## config.mk

```make
export PLATFORM = sky130hd
export DESIGN_NAME = sensor_request_scheduler
export DESIGN_NICKNAME = d
export VERILOG_FILES = /design/src/rtl/sensor_request_scheduler_pkg.sv /design/src/rtl/sensor_request_scheduler_rr_pending_picker.sv /design/src/rtl/sensor_request_scheduler.sv
export SDC_FILE = /design/constraint.sdc
export NUM_CORES = 1
export LEC_CHECK = 0
export CORE_ASPECT_RATIO = 2
export CORE_MARGIN = 1.5
export CORE_UTILIZATION = 35
export CTS_CLUSTER_DIAMETER = 40
export DETAILED_ROUTE_END_ITERATION = 16
export PLACE_DENSITY_LB_ADDON = 0.05
export SYNTH_ARGS = -nofsm -noshare
export SYNTH_HDL_FRONTEND = slang
export SYNTH_HIERARCHICAL = 1
export SYNTH_SLANG_ARGS = --single-unit
```

## constraint.sdc

```tcl
create_clock -name clock -period 7.8 [get_ports clock]
set_input_delay 1.56 -clock clock [delete_from_list [all_inputs] [get_ports clock]]
set_output_delay 1.56 -clock clock [all_outputs]
set_load 0.01 [all_outputs]
```

## src/rtl/sensor_request_scheduler_pkg.sv

```systemverilog
// sensor_request_scheduler_pkg: command/response codes and FSM states shared by the scheduler files.
package sensor_request_scheduler_pkg;
    localparam logic [7:0] CMD_01        = 8'h01;
    localparam logic [7:0] CMD_02        = 8'h02;
    localparam logic [7:0] CMD_TEMP      = 8'h03;
    localparam logic [7:0] CMD_HUM       = 8'h04;
    localparam logic [7:0] CMD_STOP_TEMP = 8'h05;
    localparam logic [7:0] CMD_STOP_HUM  = 8'h06;
    localparam logic [7:0] CMD_AC        = 8'hAC;
    localparam logic [7:0] RSP_0D        = 8'h0D;
    localparam logic [7:0] RSP_0E        = 8'h0E;
    localparam logic [7:0] RSP_0A        = 8'h0A;
    localparam logic [7:0] RSP_0B        = 8'h0B;
    localparam logic [7:0] RSP_TIMEOUT   = 8'h1F;
    localparam logic [7:0] RSP_BAD_ADDR  = 8'hFA;

    typedef enum logic [2:0] {
        S_IDLE,
        S_ISSUE,
        S_WAIT,
        S_RESP,
        S_GAP
    } sched_state_t;
endpackage

```

## src/rtl/sensor_request_scheduler_rr_pending_picker.sv

```systemverilog
// rr_pending_picker: first set bit of pending at or after rr_ptr, wrapping around N slots.
module rr_pending_picker #(
    parameter int N = 8
) (
    input  logic [N-1:0]         pending,
    input  logic [$clog2(N)-1:0] rr_ptr,
    output logic                 found,
    output logic [$clog2(N)-1:0] idx
);
    localparam int IW = $clog2(N);
    int s;
    logic [IW-1:0] j;
    // Scan from the farthest slot back toward rr_ptr so the nearest hit is written last.
    always_comb begin
        found = 1'b0;
        idx = '0;
        s = 0;
        j = '0;
        for (int k = N - 1; k >= 0; k--) begin
            s = int'(rr_ptr) + k;
            s = s >= N ? s - N : s;
            j = IW'(s);
            if (pending[j]) begin
                found = 1'b1;
                idx = j;
            end
        end
    end
endmodule

```

## src/rtl/sensor_request_scheduler.sv

```systemverilog
// sensor_request_scheduler: routes host requests to sensor units, collects/synthesises responses,
// and re-triggers continuous-sensing slots round-robin every loop period.
module sensor_request_scheduler #(
    parameter int NUM_SENSORS     = 8,
    parameter int LOOP_PERIOD_CYC = 100_000_000,
    parameter int TIMEOUT_CYC     = 5_000_000
) (
    input  logic                     clock,
    input  logic                     reset_n,
    input  logic                     req_valid,
    output logic                     req_ready,
    input  logic [7:0]               req_command,
    input  logic [7:0]               req_address,
    output logic [NUM_SENSORS-1:0]   sens_enable,
    output logic [7:0]               sens_command,
    input  logic [NUM_SENSORS-1:0]   sens_done,
    input  logic [8*NUM_SENSORS-1:0] sens_resp_command,
    input  logic [8*NUM_SENSORS-1:0] sens_resp_value,
    output logic                     rsp_valid,
    input  logic                     rsp_ready,
    output logic [7:0]               rsp_command,
    output logic [7:0]               rsp_value,
    output logic [7:0]               rsp_address,
    output logic                     busy
);
    import sensor_request_scheduler_pkg::*;

    localparam int IW = $clog2(NUM_SENSORS);
    localparam int PW = $clog2(LOOP_PERIOD_CYC);
    localparam int TW = $clog2(TIMEOUT_CYC);

    sched_state_t state, next_state;
    logic [IW-1:0] idx, rr_ptr, pick_idx, rr_next;
    logic [7:0] cmd;
    logic table_upd_ok;
    logic [PW-1:0] period_cnt;
    logic [TW-1:0] timeout_cnt;
    logic [NUM_SENSORS-1:0] loop_active, loop_kind, loop_pending;
    logic [NUM_SENSORS-1:0] active_next, kind_next, pending_next;
    logic pick_found, accept, bad_addr, service, slot_done, timeout_hit, wrap, table_upd;

    rr_pending_picker #(.N(NUM_SENSORS)) u_picker (
        .pending(loop_pending),
        .rr_ptr (rr_ptr),
        .found  (pick_found),
        .idx    (pick_idx)
    );

    assign req_ready    = reset_n && state == S_IDLE;
    assign accept       = req_valid && req_ready;
    assign bad_addr     = req_address >= 8'(NUM_SENSORS);
    assign service      = state == S_IDLE && !req_valid && pick_found;
    assign slot_done    = sens_done[idx];
    assign timeout_hit  = state == S_WAIT && !slot_done && timeout_cnt == TW'(TIMEOUT_CYC - 1);
    assign wrap         = period_cnt == PW'(LOOP_PERIOD_CYC - 1);
    assign table_upd    = state == S_RESP && rsp_ready && table_upd_ok;
    assign rr_next      = pick_idx == IW'(NUM_SENSORS - 1) ? '0 : pick_idx + 1'b1;
    assign sens_enable  = (state == S_ISSUE || state == S_WAIT) ? NUM_SENSORS'(1) << idx : '0;
    assign sens_command = cmd;
    assign rsp_valid    = state == S_RESP;
    assign busy         = state != S_IDLE;

    always_ff @(posedge clock) state <= !reset_n ? S_IDLE : next_state;

    always_comb begin
        next_state = state;
        case (state)
            S_IDLE:  next_state = accept ? (bad_addr ? S_RESP : S_ISSUE) : (service ? S_ISSUE : S_IDLE);
            S_ISSUE: next_state = S_WAIT;
            S_WAIT:  next_state = (slot_done || timeout_hit) ? S_RESP : S_WAIT;
            S_RESP:  next_state = rsp_ready ? S_GAP : S_RESP;
            default: next_state = S_IDLE;
        endcase
    end

    // Ordering gives the conflict rules: wrap re-arms a slot just serviced, deactivation beats wrap.
    always_comb begin
        active_next = loop_active;
        kind_next = loop_kind;
        pending_next = loop_pending;
        if (service) pending_next[pick_idx] = 1'b0;
        if (wrap) pending_next = pending_next | loop_active;
        if (table_upd && (cmd == CMD_TEMP || cmd == CMD_HUM)) begin
            active_next[idx] = 1'b1;
            kind_next[idx] = cmd == CMD_HUM;
        end
        if (table_upd && (cmd == CMD_STOP_TEMP || cmd == CMD_STOP_HUM)) begin
            active_next[idx] = 1'b0;
            pending_next[idx] = 1'b0;
        end
    end

    always_ff @(posedge clock) begin
        if (!reset_n) begin
            idx <= '0;
            cmd <= '0;
            rr_ptr <= '0;
            table_upd_ok <= 1'b0;
            period_cnt <= '0;
            timeout_cnt <= '0;
            loop_active <= '0;
            loop_kind <= '0;
            loop_pending <= '0;
            rsp_command <= '0;
            rsp_value <= '0;
            rsp_address <= '0;
        end else begin
            period_cnt <= wrap ? '0 : period_cnt + 1'b1;
            loop_active <= active_next;
            loop_kind <= kind_next;
            loop_pending <= pending_next;
            if (accept) begin
                idx <= req_address[IW-1:0];
                cmd <= req_command;
                table_upd_ok <= !bad_addr;
                rsp_address <= req_address;
                if (bad_addr) begin
                    rsp_command <= RSP_BAD_ADDR;
                    rsp_value <= RSP_BAD_ADDR;
                end
            end else if (service) begin
                idx <= pick_idx;
                cmd <= loop_kind[pick_idx] ? CMD_HUM : CMD_TEMP;
                table_upd_ok <= 1'b0;
                rsp_address <= 8'(pick_idx);
                rr_ptr <= rr_next;
            end
            if (state == S_ISSUE) timeout_cnt <= '0;
            else if (state == S_WAIT) timeout_cnt <= timeout_cnt + 1'b1;
            if (state == S_WAIT && slot_done) begin
                rsp_command <= sens_resp_command[8*idx +: 8];
                rsp_value <= sens_resp_value[8*idx +: 8];
            end else if (timeout_hit) begin
                rsp_command <= RSP_TIMEOUT;
                rsp_value <= RSP_TIMEOUT;
                table_upd_ok <= 1'b0;
            end
        end
    end
endmodule

```

==> results of run 1 <==
-- layout by cell type (no fill, tap or decap), types with 13 or more instances in the layout --
| master | count |
|---|---|
| clkdlybuf4s50_1 | 198 |
| dfxtp_1 | 111 |
| nor2_1 | 102 |
| nand2_1 | 62 |
| a21oi_1 | 45 |
| xor2_1 | 41 |
| nand3_1 | 36 |
| o21ai_0 | 36 |
| a22oi_1 | 33 |
| mux2_2 | 25 |
| nand4_1 | 18 |
| a221oi_1 | 17 |
| clkbuf_16 | 17 |
| nor3_1 | 14 |
| and2_1 | 13 |
| and3_1 | 13 |
-- where the power goes --
group | leakage [nW] | internal [mW] | switching, mW
registers | 0.916 | 0.604 | 0.0235
logic | 2.13 | 0.180 | 0.164
clock network | 0.299 | 0.548 | 0.270
total | 3.35 | 1.33 | 0.457
-- Yosys cell counts (4+ instances only) --
master | n | share of area [%]
buf_2 | 8 | 0.60
and3b_1 | 4 | 0.52
and3_1 | 13 | 1.2
a221oi_1 | 17 | 2.2
o31ai_1 | 5 | 0.56
mux4_2 | 11 | 3.7
and2_1 | 13 | 1.2
nor4_1 | 5 | 0.47
inv_1 | 10 | 0.56
mux2i_1 | 12 | 1.8
nor3_1 | 14 | 1.0
o22ai_1 | 4 | 0.37
nand3_1 | 36 | 2.7
nand2b_1 | 8 | 0.74
mux4_1 | 5 | 2.0
a31oi_1 | 11 | 1.0
nand4_1 | 18 | 1.7
xor2_1 | 41 | 5.3
nor2_1 | 102 | 5.7
and4_1 | 8 | 1.0
mux2_2 | 25 | 4.2
nor4b_1 | 4 | 0.52
o211ai_1 | 6 | 0.67
nand2_1 | 62 | 3.5
a22oi_1 | 33 | 3.7
ha_1 | 6 | 1.1
a21oi_1 | 45 | 3.4
xnor2_1 | 10 | 1.3
o311a_1 | 6 | 0.89
a221o_1 | 4 | 0.60
o21ai_0 | 36 | 2.7
nor2b_1 | 8 | 0.74
dfxtp_1 | 113 | 34
clkbuf_1 | 32 | 1.8
buf_1 | 10 | 0.56
-- flip-flops by register name, summed over array words and instances (netlist names), 8 cells and up --
| signal | flops |
|---|---|
| rsp_value | 8 |
| sens_command | 8 |
| timeout_cnt | 23 |
| loop_kind | 8 |
| rsp_address | 8 |
| rsp_command | 8 |
| loop_pending | 8 |
| loop_active | 8 |
| period_cnt | 27 |
-- stage by stage --
step / worst slack, ns / utilization (%) / cells / instance area [um2]
detailed placement: 2.42 / 47.0 / 1201 / 8850
floorplan: 4.06 / - / 795 / 6720
CTS: 2.38 / 50.3 / 1232 / 9470
finish: 2.39 / 50.3 / 1234 / 9470
global placement: 2.49 / 47.0 / 1201 / 8850
global route: 2.28 / 50.3 / 1234 / 9470
-- worst max-delay path, delay by kind of cell --
kind,cells,cell delay (ns)
buffers and inverters,2,1.70
and+or+nand+nor,1,0.58
-- cells by family after synthesis --
kind of cell / after synthesis
and+or+nand+nor: 311
muxes: 55
AOI/OAI and AO/OA: 193
adders and majority gates: 6
xor gates and xnor gates: 51
DFF: 113
buffers and inverters: 66
-- routing by layer --
metal	vias up	share of wire, %
met5	-	0
met4	0	4.2
met2	213	54
met1	3287	38
li1	3287	-
met3	50	4.7
-- final timing paths --
| kind | start | endpoint | depth (start not counted) |
|---|---|---|---|
| setup reg to reg | rr_ptr[1] | sens_command[0] | 9 |
| hold / removal | period_cnt[0] | period_cnt[0] | 1 |
| hold reg to reg | period_cnt[0] | period_cnt[0] | 1 |
| setup / recovery | reset_n | req_ready | 3 |
-- final cells by class --
type                            instances  area share (%)
Antenna cell                            2          0.0528
Multi-Input combinational cell        616            44.1
Sequential cell                       113            23.9
Clock buffer                           21            4.86
Clock inverter                         10            1.68
Inverter                               11           0.436
Timing Repair Buffer                  206            21.6
Tap cell                              255            3.37
==> results_dict.tcl, run 1 <==
set metrics [dict create \
    maxSlewViolCount 0 \
    grtUsageMet3_pct 3.83 \
    setup_viol 0 \
    vdd_drop_max_mv 0.170 \
    clk_latency_ns 0.41 \
    multiInputGateArea_mm2 0.00418 \
    synth_top_family_by_area "simple AND/OR/NAND/NOR gates" \
    io-pin-count 199 \
    rsz0062_at_grt "false" \
    htree_levels 4 \
    fin_total_pwr_mw 1.79 \
    rrSetupSlack_ns 3.28 \
    drive_gt1_share_pct 8.80 \
    whs_ns 0.443 \
    synth_cells 795 \
    die-area_mm2 0.0201 \
    drv_cap 0 \
    synth_compound_area_share_pct 19.3 \
    cts.clk_slew.worst_paths_ns 0.05 \
    grt_first_pass_wirelength_um 38500 \
    muxShareOfSynthArea_pct 12.0 \
    syn-num-nets 957 \
    core_mm2 0.0188 \
    seq_area_mm2 0.00226 \
    final.min_clock_period_ns 5.41 \
    gp_congestion 0.906 \
    worstPathArrival_ns 3.85 \
    use_met1_pct 26.4 \
    hp-class "flip-flop to flip-flop" \
    fin_skew_ns 0.00784 \
    post_cts_buffers 0 \
    dpl.hpwl_um 19300 \
    yosysSeqAreaShare_pct 33.7 \
    first_global_vias 6974 \
    clock-sinks 113 \
    num_rows 71 \
    drc_errors 0 \
    finalSetupTns_ns 0 \
    worstSetupPathType "input port to output pin" \
    async_flop_share_pct 0 \
    synth_cell_types 70 \
    top_usage_layer "met2" \
    crit_path_top_delay_cell "clkdlybuf4s50_1" \
    drt-total-wl_um 25200 \
    vias 6837 \
    die_h_um 199 \
    synthesis.area_mm2 0.00672 \
    fill_cells 1887 \
    drtAntennaViolNets 0 \
    dr.pass1.iters 5 \
    wl_per_cell_um 20.4 \
    period_share_pct 69.3 \
    postCtsHoldBufs 0 \
    crit_chain "clkdlybuf4s50_1 > nor4b_1 > clkdlybuf4s50_1" \
    root_buffer "clkbuf_16" \
    worst_slew_pin_slew_ns 1.27 \
    antenna_found_initial 2 \
    overflow 0 \
    die_w_um 101 \
    crit_top_cell "clkdlybuf4s50_1" \
    worstPathRequired_ns 6.24 \
    grt_usage_pct 25.2 \
    synth_flop_cell "dfxtp_1" \
    io_buffers 198 \
    p_leak_nw 3.35 \
    clock_path_buffers 2 \
    max_freq_mhz 185 \
    areaGrowthSynthToFinish_pct 40.9 \
    syn_area_per_cell_um2 8.45 \
    yosys.area_share.simple_pct 23.0 \
    synthXorXnorAreaFrac_pct 6.65 \
    grt_util_met2_pct 47.9 \
    end_kind "output pin" \
    drt-initial-drc-count 296 \
    initial_core_util_pct 35.7 \
    start_kind "input port" \
    power_density_mw_per_mm2 189 \
    hold_viol 0 \
    worstPathMaxFanout 23 \
    grt_max_degree 42 \
    maxSlewHeadroom_pct 14.9 \
    cts_tree "built" \
    synth-edff-count 0 \
    ctsResizeCount 0 \
    final_nets 1127 \
    status "completed" \
    cts_buffers 17 \
    yosysWarnings 6 \
    via_per_inst 5.54 \
    critPathMaxStageDelay_ns 1.05 \
    ys_ff_latch 113 \
    synthAdderAreaFrac_pct 1.12 \
]
Power figures use the tool's default switching activity.
==> run 2, diff against run 1 <==
==> constraint.sdc (replaced) <==
create_clock -name clock -period 5.6 [get_ports clock]
set_input_delay 1.12 -clock clock [delete_from_list [all_inputs] [get_ports clock]]
set_output_delay 1.12 -clock clock [all_outputs]
set_load 0.01 [all_outputs]
==> run 2 against run 1 <==
Net effect:
- flip-flop and latch count unchanged
- combinational power up 37%
- critical path depth up 9
- design area down 0.30%
- via count up 0.16%
- setup slack worse by 1.1 ns
- non-clock buffer count up 2
- critical path type is now flip-flop to flip-flop
- largest power group unchanged
- highest routed layer unchanged
==> results_dict.tcl, run 2 (same netlist as run 1, synthesis figures left out) <==
set metrics [dict create \
    drc_errors 0 \
    maxSlewHeadroom_pct 15.8 \
    seq_area_mm2 0.00226 \
    reg_top3 "period_cnt x27, timeout_cnt x23" \
    worst_slew_pin_slew_ns 1.25 \
    drv_cap 0 \
    worstPathMaxFanout 16 \
    crit_chain "inv_1 > ha_1 > mux4_1 > mux2_4 > o21ai_2 > a31oi_1 > o21bai_1 > mux2_1 > mux4_2 > mux2i_1 > nand2_1 > nor3b_1" \
    die-area_mm2 0.0201 \
    ctsResizeCount 0 \
    dr.pass1.iters 4 \
    setup_viol 0 \
    multiInputGateArea_mm2 0.00418 \
    status "completed" \
    vias 6848 \
    initial_core_util_pct 35.7 \
    final.min_clock_period_ns 4.31 \
    critPathMaxStageDelay_ns 0.71 \
    drt-initial-drc-count 273 \
    max_freq_mhz 232 \
    io_buffers 198 \
    rsz0062_at_grt "false" \
    worstSetupPathType "flip-flop to flip-flop" \
    maxSlewViolCount 0 \
    p_leak_nw 3.34 \
    largest-register "period_cnt" \
    drt-total-wl_um 25200 \
    fin_skew_ns 0.00832 \
    start_kind "flip-flop" \
    areaGrowthSynthToFinish_pct 40.5 \
    dpl.hpwl_um 19500 \
    htree_levels 4 \
    hold_viol 0 \
    antenna_found_initial 2 \
    grt_max_degree 38 \
    fin_util_pct 50.1 \
    num_rows 71 \
    root_buffer "clkbuf_16" \
    worstPathArrival_ns 4.59 \
    first_global_vias 6876 \
    fin_total_pwr_mw 2.42 \
    final_nets 1129 \
    vdd_drop_max_mv 0.224 \
    grt_usage_pct 25.0 \
    hp-class "flip-flop to flip-flop" \
    post_cts_buffers 0 \
    overflow 0 \
    power_density_mw_per_mm2 257 \
    gp_congestion 0.934 \
    wl_per_cell_um 20.4 \
    period_share_pct 76.9 \
    crit_path_top_delay_cell "dfxtp_1" \
    drtAntennaViolNets 0 \
    layout_setup_ws_ns 1.29 \
    largest_reg_flops 27 \
    drive_gt1_share_pct 8.99 \
    io-pin-count 199 \
    end_kind "flip-flop" \
    fill_cells 1844 \
    clock_path_buffers 2 \
    core_mm2 0.0188 \
    mostFrequentLayoutCells "clkdlybuf4s50_1 (198), dfxtp_1 (111), nor2_1 (102)" \
    die_h_um 199 \
    layout_commonest_cell "clkdlybuf4s50_1" \
    via_per_inst 5.54 \
    clk_latency_ns 0.41 \
    clock-sinks 113 \
    dp_worst_setup_slack_ns 1.27 \
    worstPathRequired_ns 5.88 \
    cts_tree "built" \
    die_w_um 101 \
    grt_first_pass_wirelength_um 38100 \
    cts.clk_slew.worst_paths_ns 0.05 \
    cts_buffers 17 \
    finalSetupTns_ns 0 \
    postCtsHoldBufs 0 \
]
run 2: changes by cell type in the layout (fill, tap and decap cells not counted):
cell,change
bufinv_16,-1
clkinv_2,+3
clkbuf_8,-2
clkinvlp_4,+1
buf_4,+2
clkinv_4,-1
run 2: where the power goes:
group          internal [mW]  total (mW)  switching [mW]
combinational          0.249       0.472           0.222
clock                  0.690        1.07           0.380
sequential             0.841       0.880          0.0386
run 2: final timing paths:
check                start         endpoint  slack [ns]  depth (start not counted)
max              rr_ptr[1]  sens_command[2]        1.29                         12
min          period_cnt[0]    period_cnt[0]        0.44                          1
max reg2reg      rr_ptr[1]  sens_command[2]        1.29                         12
min reg2reg  period_cnt[0]    period_cnt[0]        0.44                          1
run 2: layer usage:
| layer | up-vias | track usage, % | wire, um | share of wire [%] |
|---|---|---|---|---|
| li1 | 3297 | - | - | - |
| met1 | 3263 | 26.5 | 9400 | 37 |
| met2 | 227 | 46.0 | 13300 | 53 |
| met3 | 61 | 3.27 | 1170 | 4.6 |
| met4 | 0 | 14.8 | 1350 | 5.4 |
| met5 | - | 0 | 0 | 0 |
run 2: critical path: cells and delay by family (launching register included):
kind	cells	cell delay, ns
AOI/OAI and AO/OA	3	0.36
adders and majority gates	1	0.53
buffers and inverters	1	0.27
DFF	1	0.71
muxes	5	1.99
and+or+nand+nor	2	0.30
run 2: through the flow:
stage	cell area (um2)	hold slack [ns]	cells
floorplan	6720	0.413	795
global placement	8860	0.430	1203
detailed placement	8860	0.438	1203
CTS	9440	0.450	1234
global route	9440	0.473	1236
finish	9440	0.443	1236
run 2: layout make-up:
class                           instances  share of cell area [%]
Antenna cell                            2                  0.0530
Clock inverter                         12                    1.51
Tap cell                              255                    3.38
Sequential cell                       113                    24.0
Clock buffer                           19                    4.59
Timing Repair Buffer                  208                    21.8
Inverter                               11                   0.437
Multi-Input combinational cell        616                    44.3
